[src/rtl/mac_feeder.sv]
// mac_feeder: walks the filter and ifmap scratchpads into 1-D convolution windows, drives the
//   MAC pipeline and collects each window's psum in a 2-entry output FIFO.
// Latency: first tap the cycle after an accepted start; a window's result is at out_valid
//   4 cycles after its last tap, plus one cycle for every stalled cycle.
// Backpressure: stall = FIFO full && !out_ready freezes the sequencer and the pipeline; no result is dropped.
//
// Ports (top): clk, rst (async, active-low); job request start/filt_len/num_win/stride; busy;
//   scratchpad fetch spad_rd_en/ifmap_addr/filt_addr; pipeline control run/clr_pipe/done_psum_req/stall;
//   pipeline result done_psum/psum_in; result stream out_data/out_valid/out_ready; done pulse.
// Build option: define MAC_FEEDER_RELU_EN to store negative psums as zero; undefined stores them as received.

// Generic FIFO: push and pop may coincide at any occupancy. DEPTH must be a power of two.
module mac_feeder_fifo #(
  parameter int WIDTH = 16,
  parameter int DEPTH = 2,
  localparam int AW = (DEPTH > 1) ? $clog2(DEPTH) : 1,
  localparam int CW = $clog2(DEPTH + 1)
) (
  input  logic             clk,
  input  logic             rst,
  input  logic             push,
  input  logic [WIDTH-1:0] push_dat,
  input  logic             pop,
  output logic [WIDTH-1:0] head_dat,
  output logic             full,
  output logic             empty,
  output logic [CW-1:0]    count
);
  logic [WIDTH-1:0] mem [DEPTH];
  logic [AW-1:0]    wr_ptr;
  logic [AW-1:0]    rd_ptr;
  logic             do_push;
  logic             do_pop;

  assign full     = (count == CW'(DEPTH));
  assign empty    = (count == '0);
  assign do_pop   = pop && !empty;
  // A push into a full FIFO is only legal when the head leaves in the same cycle.
  assign do_push  = push && (!full || do_pop);
  assign head_dat = mem[rd_ptr];

  always_ff @(posedge clk or negedge rst) begin
    if (!rst) begin
      wr_ptr <= '0;
      rd_ptr <= '0;
      count  <= '0;
      for (int i = 0; i < DEPTH; i++) mem[i] <= '0;
    end else begin
      if (do_push) begin
        mem[wr_ptr] <= push_dat;
        wr_ptr      <= wr_ptr + AW'(1);
      end
      if (do_pop) rd_ptr <= rd_ptr + AW'(1);
      count <= count + CW'(do_push) - CW'(do_pop);
    end
  end
endmodule

module mac_feeder #(
  parameter int WIDTH  = 16,
  parameter int ADDR_W = 5
) (
  input  logic              clk,
  input  logic              rst,
  input  logic              start,
  input  logic [ADDR_W-1:0] filt_len,
  input  logic [ADDR_W-1:0] num_win,
  input  logic [1:0]        stride,
  output logic              busy,
  output logic              spad_rd_en,
  output logic [ADDR_W-1:0] ifmap_addr,
  output logic [ADDR_W-1:0] filt_addr,
  output logic              run,
  output logic              clr_pipe,
  output logic              done_psum_req,
  output logic              stall,
  input  logic              done_psum,
  input  logic [WIDTH-1:0]  psum_in,
  output logic [WIDTH-1:0]  out_data,
  output logic              out_valid,
  input  logic              out_ready,
  output logic              done
);
  localparam int FIFO_DEPTH = 2;
  localparam int FCW        = $clog2(FIFO_DEPTH + 1);

  typedef enum logic [1:0] {IDLE, ISSUE, DRAIN, FIN} state_t;

  state_t            state;
  logic [ADDR_W-1:0] len_q;
  logic [ADDR_W-1:0] nwin_q;
  logic [1:0]        stride_q;
  logic [ADDR_W-1:0] k_q;
  logic [ADDR_W-1:0] w_q;
  logic [ADDR_W-1:0] base_q;     // w_q*stride, kept incrementally
  logic [ADDR_W:0]   cap_cnt;
  logic              dpr_q;

  logic              fifo_full;
  logic              fifo_empty;
  logic [FCW-1:0]    fifo_cnt;
  logic              push;
  logic              pop;
  logic [WIDTH-1:0]  push_dat;
  logic              last_tap;
  logic              drain_ok;

  assign stall     = fifo_full && !out_ready;
  assign out_valid = !fifo_empty;
  assign pop       = out_valid && out_ready;
  // A strobe outside a job cannot belong to anything we issued, so it is not captured.
  assign push      = done_psum && !stall && (state != IDLE);

`ifdef MAC_FEEDER_RELU_EN
  assign push_dat = psum_in[WIDTH-1] ? '0 : psum_in;
`else
  assign push_dat = psum_in;
`endif

  assign last_tap      = (k_q == len_q - ADDR_W'(1));
  assign run           = (state == ISSUE) && !stall;
  assign spad_rd_en    = run;
  assign clr_pipe      = run && last_tap;
  assign filt_addr     = k_q;
  assign ifmap_addr    = base_q + k_q;
  assign busy          = (state != IDLE);
  assign done          = (state == FIN);
  assign done_psum_req = dpr_q;

  // Leave DRAIN on the edge that empties the FIFO so done follows the last pop by one cycle.
  assign drain_ok = (cap_cnt == {1'b0, nwin_q}) && !push && (fifo_cnt == FCW'(pop));

  mac_feeder_fifo #(.WIDTH(WIDTH), .DEPTH(FIFO_DEPTH)) u_fifo (
    .clk      (clk),
    .rst      (rst),
    .push     (push),
    .push_dat (push_dat),
    .pop      (pop),
    .head_dat (out_data),
    .full     (fifo_full),
    .empty    (fifo_empty),
    .count    (fifo_cnt)
  );

  always_ff @(posedge clk or negedge rst) begin
    if (!rst) begin
      state    <= IDLE;
      len_q    <= '0;
      nwin_q   <= '0;
      stride_q <= '0;
      k_q      <= '0;
      w_q      <= '0;
      base_q   <= '0;
      cap_cnt  <= '0;
      dpr_q    <= 1'b0;
    end else if (!stall) begin
      if (push) cap_cnt <= cap_cnt + (ADDR_W+1)'(1);
      dpr_q <= clr_pipe;
      case (state)
        IDLE: begin
          if (start) begin
            len_q    <= filt_len;
            nwin_q   <= num_win;
            stride_q <= stride;
            k_q      <= '0;
            w_q      <= '0;
            base_q   <= '0;
            cap_cnt  <= '0;
            state    <= (filt_len == '0 || num_win == '0) ? FIN : ISSUE;
          end
        end
        ISSUE: begin
          if (last_tap) begin
            k_q <= '0;
            if (w_q == nwin_q - ADDR_W'(1)) begin
              state <= DRAIN;
            end else begin
              w_q    <= w_q + ADDR_W'(1);
              base_q <= base_q + {{(ADDR_W-2){1'b0}}, stride_q};
            end
          end else begin
            k_q <= k_q + ADDR_W'(1);
          end
        end
        DRAIN: if (drain_ok) state <= FIN;
        FIN:   state <= IDLE;
        default: state <= IDLE;
      endcase
    end
  end
endmodule

[config.mk]
export PLATFORM = sky130hd
export DESIGN_NAME = mac_feeder
export DESIGN_NICKNAME = d
export VERILOG_FILES = /design/src/rtl/mac_feeder.sv
export SDC_FILE = /design/constraint.sdc
export NUM_CORES = 1
export LEC_CHECK = 0
export ABC_AREA = 1
export CAP_MARGIN = 10
export CORE_MARGIN = 2
export CORE_UTILIZATION = 58
export CTS_CLUSTER_DIAMETER = 120
export DETAILED_ROUTE_END_ITERATION = 6
export GPL_TIMING_DRIVEN = 0
export PLACE_DENSITY = 0.86
export RECOVER_POWER = 25
export SYNTH_ARGS = -nofsm -noshare
export SYNTH_HDL_FRONTEND = slang
export SYNTH_SLANG_ARGS = --single-unit
[constraint.sdc]
create_clock -name clk -period 3.5 [get_ports clk]
set_input_delay 0.7 -clock clk [delete_from_list [all_inputs] [get_ports clk]]
set_output_delay 0.7 -clock clk [all_outputs]
set_load 0.01 [all_outputs]
## Word-level counts from Yosys, hierarchy flattened

Index checks and enable logic that the tools add are counted.

- Flip-flop bits (word level): 72
- Input port bits: 33
- Output and inout port bits: 34

- $add $sub $neg: 11
- Order comparisons: 3
- Equal/unequal tests: 13
- Mux-type cells: 24
- Bitwise operators: 3
- Reductions and logical operators: 28

Operators by type and width:

| operator | number |
|---|---|
| 2-to-1 mux 16 bit | 4 |
| bitwise mux 32 bit | 1 |
| 2-to-1 mux 5 bit | 6 |
| one-hot mux 5 bit (2 select lines) | 3 |
| 2-to-1 mux 6 bit | 3 |
| demux 16 bit (select 1 bit) | 1 |
| logical AND 1 bit | 11 |
| adder 5 x 1 -> 5 bit, second input constant | 2 |
| == test 5 bit | 2 |
| logical NOT 5 bit | 2 |
| 2-to-1 mux 2 bit | 5 |
| AND reduction 5 bit | 2 |
| subtractor 5 x 1 -> 5 bit, second input constant | 2 |
| inequality test 2 bit, second input constant | 4 |
| one-hot mux 2 bit (4 select lines) | 1 |
| adder 6 x 1 -> 6 bit, second input constant | 1 |
| == test 2 bit, second input constant | 3 |
| == test 6 x 5 -> 1 bit | 1 |
| AND reduction 3 bit | 2 |
| adder 5 x 2 -> 5 bit | 1 |
| adder 5 bit | 1 |
| logical NOT 1 bit | 5 |
| >= comparator 2 bit, second input constant | 2 |
| logical NOT 2 bit | 2 |
| other kinds (11) | 15 |

## Longest topological paths before layout

- Depth in word-level cells: 10
- Mapped depth: 14
- Mapped depth without buffers: 14

## By module

A second synthesis with hierarchy kept.

- Cells, all modules: 576
- Area total of the unflattened synthesis: 4305.4 um^2

By module, submodules not included:

| module | times used | cells each | area each (um^2) |
|---|---|---|---|
| mac_feeder | 1 | 355 | 2522.4 |
| mac_feeder_fifo | 1 | 221 | 1783.0 |

## Worst setup path after synthesis

OpenSTA, ideal clock, no wires.

- Path kind: register -> output
- Start: register k_q[0], in the netlist filt_addr[0]
- End: output ifmap_addr[4]
- Arrival: 1.511 ns
- Data required time: 2.800 ns
- Path slack: 1.289 ns
- Cell stages (with the launch flop): 6
- Path buffers: 0
- Cell sequence: dfrtp_1 ha_1 inv_1 fa_1 o21ai_0 xor2_1

- Longest elaborated chain between the ends: 1

Ends and longest elaborated chain:

| what | line | RTL |
|---|---|---|
| start: declaration | 93 | `logic [ADDR_W-1:0] k_q;` |
| start signal: assignment | 182 | `k_q <= k_q + ADDR_W'(1);` |
| adder 5 bit | 125 | `assign ifmap_addr = base_q + k_q;` |
| end: declaration | 71 | `output logic [ADDR_W-1:0] ifmap_addr,` |

Every way passes these cells.

## Worst setup path after layout

Same ends and word-level chain as after synthesis.

==> flow_metrics.tcl <==
set metrics [dict create \
    worstMarginPinSlew_ps 1762 \
    cts_tree "built" \
    area_growth_pct 24.39 \
    dpl_cell_area_sq_um 4892 \
    finalHoldViolCount 0 \
    grt_pass1_vias 3562 \
    htree_levels 3 \
    layout-drive-gt1-share_pct 7.568 \
    required_ps 2800 \
    cts_hold_buf 0 \
    avgSynthCellArea_sq_um 7.633 \
    min_path_cells 1 \
    syn_nets 592 \
    synth_top_cell_by_area "dfrtp_1" \
    cts_root_buf "clkbuf_8" \
    antenna_cells 0 \
    grt_usage_pct 25.32 \
    cp-start-kind "flop" \
    place_hpwl_microns 6655 \
    status "finished, violations left" \
    post_cts.repair.setup_buffers 0 \
    combinationalPowerShare_pct 51.5 \
    maxCapViolCount 1 \
    synth.distinct_cells 36 \
    nNetsFinal 669 \
    cp.arrival_ps 2430 \
    place.gp.congestion 0.8808 \
    design.core.area_sq_um 6832 \
    die_h_microns 88.22 \
    seqPwrFrac_pct 31.7 \
    drc 0 \
    num_vias 3720 \
    pwr-share-clk_pct 16.9 \
    fin_worst_skew_ps 8.204 \
    synth_top_area_share_pct 43.80 \
    powerDensity_nw_per_um2 859.1 \
    slew-limit-headroom_pct -17.48 \
    hp-start "cap_cnt[5]" \
    switching_share_pct 41.90 \
    die_x_microns 88.22 \
    grt_pass1_wl_microns 15480 \
    switchingPower_mw 1.842 \
    path_class "flop to primary output" \
    final_util_pct 74.91 \
    ys.flop_type "dfrtp_1" \
    seq_area_frac_synth_pct 43.80 \
    synth_seq_cells 72 \
    yosys_warnings 0 \
    r2r_slack_ps 1480 \
    reg2regPathDepth 14 \
    ant_nets 0 \
    drtPass1Iterations 7 \
    regToRegStartpoint "u_fifo.count[0]" \
    hp-class "flop to flop" \
    grt_max_degree 73 \
    port_buffers 66 \
    synth.area.top_cells "dfrtp_1 (44%), nand2_1 (19%), inv_1 (5.9%)" \
    r2r-end "state[1]" \
    clk_pin_slew_ps 80 \
    cts_sinks 72 \
    rsz0062_at_grt "no" \
    synth_cells 539 \
    io-pin-count 67 \
    irDropWorstVdd_v 0.0004584 \
    final.period_utilization_pct 89.41 \
    period_needed_ps 3129 \
    holdPathEnd "cap_cnt[5]" \
    grt_antenna_before_repair 0 \
    grt-ovfl-total 0 \
    wl_microns 9077 \
    cts_buffer_depth 2 \
    crit_path_end_kind "primary output" \
    clock_latency_ps 340 \
    violations "max-capacitance violations, max-slew violations" \
    start_util_pct 60.22 \
    cp_max_fo 6 \
    post_cts_resized 0 \
    power.internal_mw 2.555 \
    vias_per_cell 5.188 \
    syn_area_sq_um 4114 \
    leakage_nw 2.675 \
    dr.first_iter.drc_count 267 \
    wl_per_cell_microns 12.66 \
    synth-edff-count 0 \
    numCtsBuffers 9 \
    fmax_mhz 319.5 \
    final_area_sq_um 5117 \
    slew_violations 73 \
    async_flop_share_pct 100.0 \
    die_area_sq_um 7783 \
    setup_viol 0 \
    rows 30 \
]
-- worst max path at each step --
stage	from	endpoint	slack (ps)	cells after the start
after floorplan	filt_addr[0]	ifmap_addr[4]	1290	5
after global placement	rst	len_q[4]	-660	1
after detailed placement	out_ready	spad_rd_en	630	7
after CTS	filt_addr[0]	ifmap_addr[4]	350	6
after global routing	u_fifo.rd_ptr	out_data[7]	260	6
final	filt_addr[0]	ifmap_addr[4]	370	6
-- layer usage --
| layer | up-vias | GRT usage [%] | share of wire [%] |
|---|---|---|---|
| met5 | - | 0 | 0 |
| met4 | 0 | 11.43 | 1.7 |
| met3 | 17 | 3.918 | 5.3 |
| met2 | 113 | 43.27 | 49 |
| met1 | 1746 | 31.83 | 44 |
| li1 | 1844 | - | - |
-- critical path: stages, from the launching register on --
cell and delay (ps):
dfrtp_1 460, ha_1 210, inv_1 50, fa_1 410, o21ai_0 230, xor2_1 160, clkdlybuf4s50_1 560
-- cell type report --
cell class / count / area, sq um
plain buffers: 17 / 116.4
clock buffers: 10 / 137.6
clock inverters: 6 / 90.09
fillers: 540 / 1714
inverters: 72 / 272.8
multi-input cells: 378 / 1923
flip-flops and latches: 72 / 1802
well taps: 96 / 120.1
repair buffers: 66 / 655.6
-- cell usage in the layout, fill, tap and decap left out, drive strengths merged --
cell type / n
a211oi: 1
a21oi: 12
a31oi: 1
buf: 11
bufinv: 2
clkbuf: 17
clkdlybuf4s50: 65
clkinv: 2
clkinvlp: 1
dfrtp: 72
fa: 2
ha: 18
inv: 73
nand2: 208
nand3: 14
nand3b: 1
nand4: 16
nor2: 31
nor3: 4
nor3b: 2
o21ai: 52
o22ai: 1
or2: 2
xnor2: 3
xor2: 10
-- power groups by stage --
stage	sequential, mW	clock (mW)	combinational (mW)
finish	1.39	0.743	2.26
global route	1.43	0.792	2.56
CTS	1.39	0.751	2.28
detailed placement	1.40	0	2.26
global placement	1.38	0	2.18
floorplan	1.34	0	1.51
-- stage by stage --
stage / worst slack [ps] / std cells / total power [mW] / TNS (ps) / hold slack [ps]
CTS: 352.0 / 717 / 4.415 / 0 / 481.3
detailed placement: 627.4 / 701 / 3.662 / 0 / 468.9
floorplan: 1289 / 539 / 2.854 / 0 / 404.4
global route: 256.6 / 717 / 4.790 / 0 / 523.3
finish: 370.6 / 717 / 4.397 / 0 / 478.2
global placement: -663.5 / 701 / 3.558 / -47470 / 452.2
-- state kept, by name (all words and copies together), names as in the netlist --
name and count:
len_q 5, cap_cnt 6, state 2, base_q 5
filt_addr 5, u_fifo.mem 32, nwin_q 5, w_q 5
u_fifo.count 2, done_psum_req 1, u_fifo.wr_ptr 1, u_fifo.rd_ptr 1
stride_q 2
-- cell usage after synthesis (2+ instances only) --
master    count
clkbuf_1      5
inv_2         5
nor3_1        4
nand2_2       2
xor2_1       10
nand2_4       2
o21ai_0      35
fa_1          2
nor2_1       27
dfrtp_1      72
nand4_1      16
nand2_1     203
buf_4         4
buf_6         2
o21ai_1      17
inv_1        65
nor2_2        2
nor2_4        2
nand3_4       2
nor3b_1       2
xnor2_1       3
nand3_1      12
ha_1         18
a21oi_1      12
buf_2         4
-- cell families (layout without fill, tap and decap cells) --
family	after synthesis	count (layout)	share of synthesized area, %
AO/OA/AOI/OAI	67	67	8.273
AND/OR/NAND/NOR	278	278	29.26
adder cells (fa/ha/maj)	20	20	6.448
XOR/XNOR	13	13	2.768
flip-flops	72	72	43.80
buffers and inverters	89	171	9.459
Note: power is estimated with default switching activity, not from simulation.
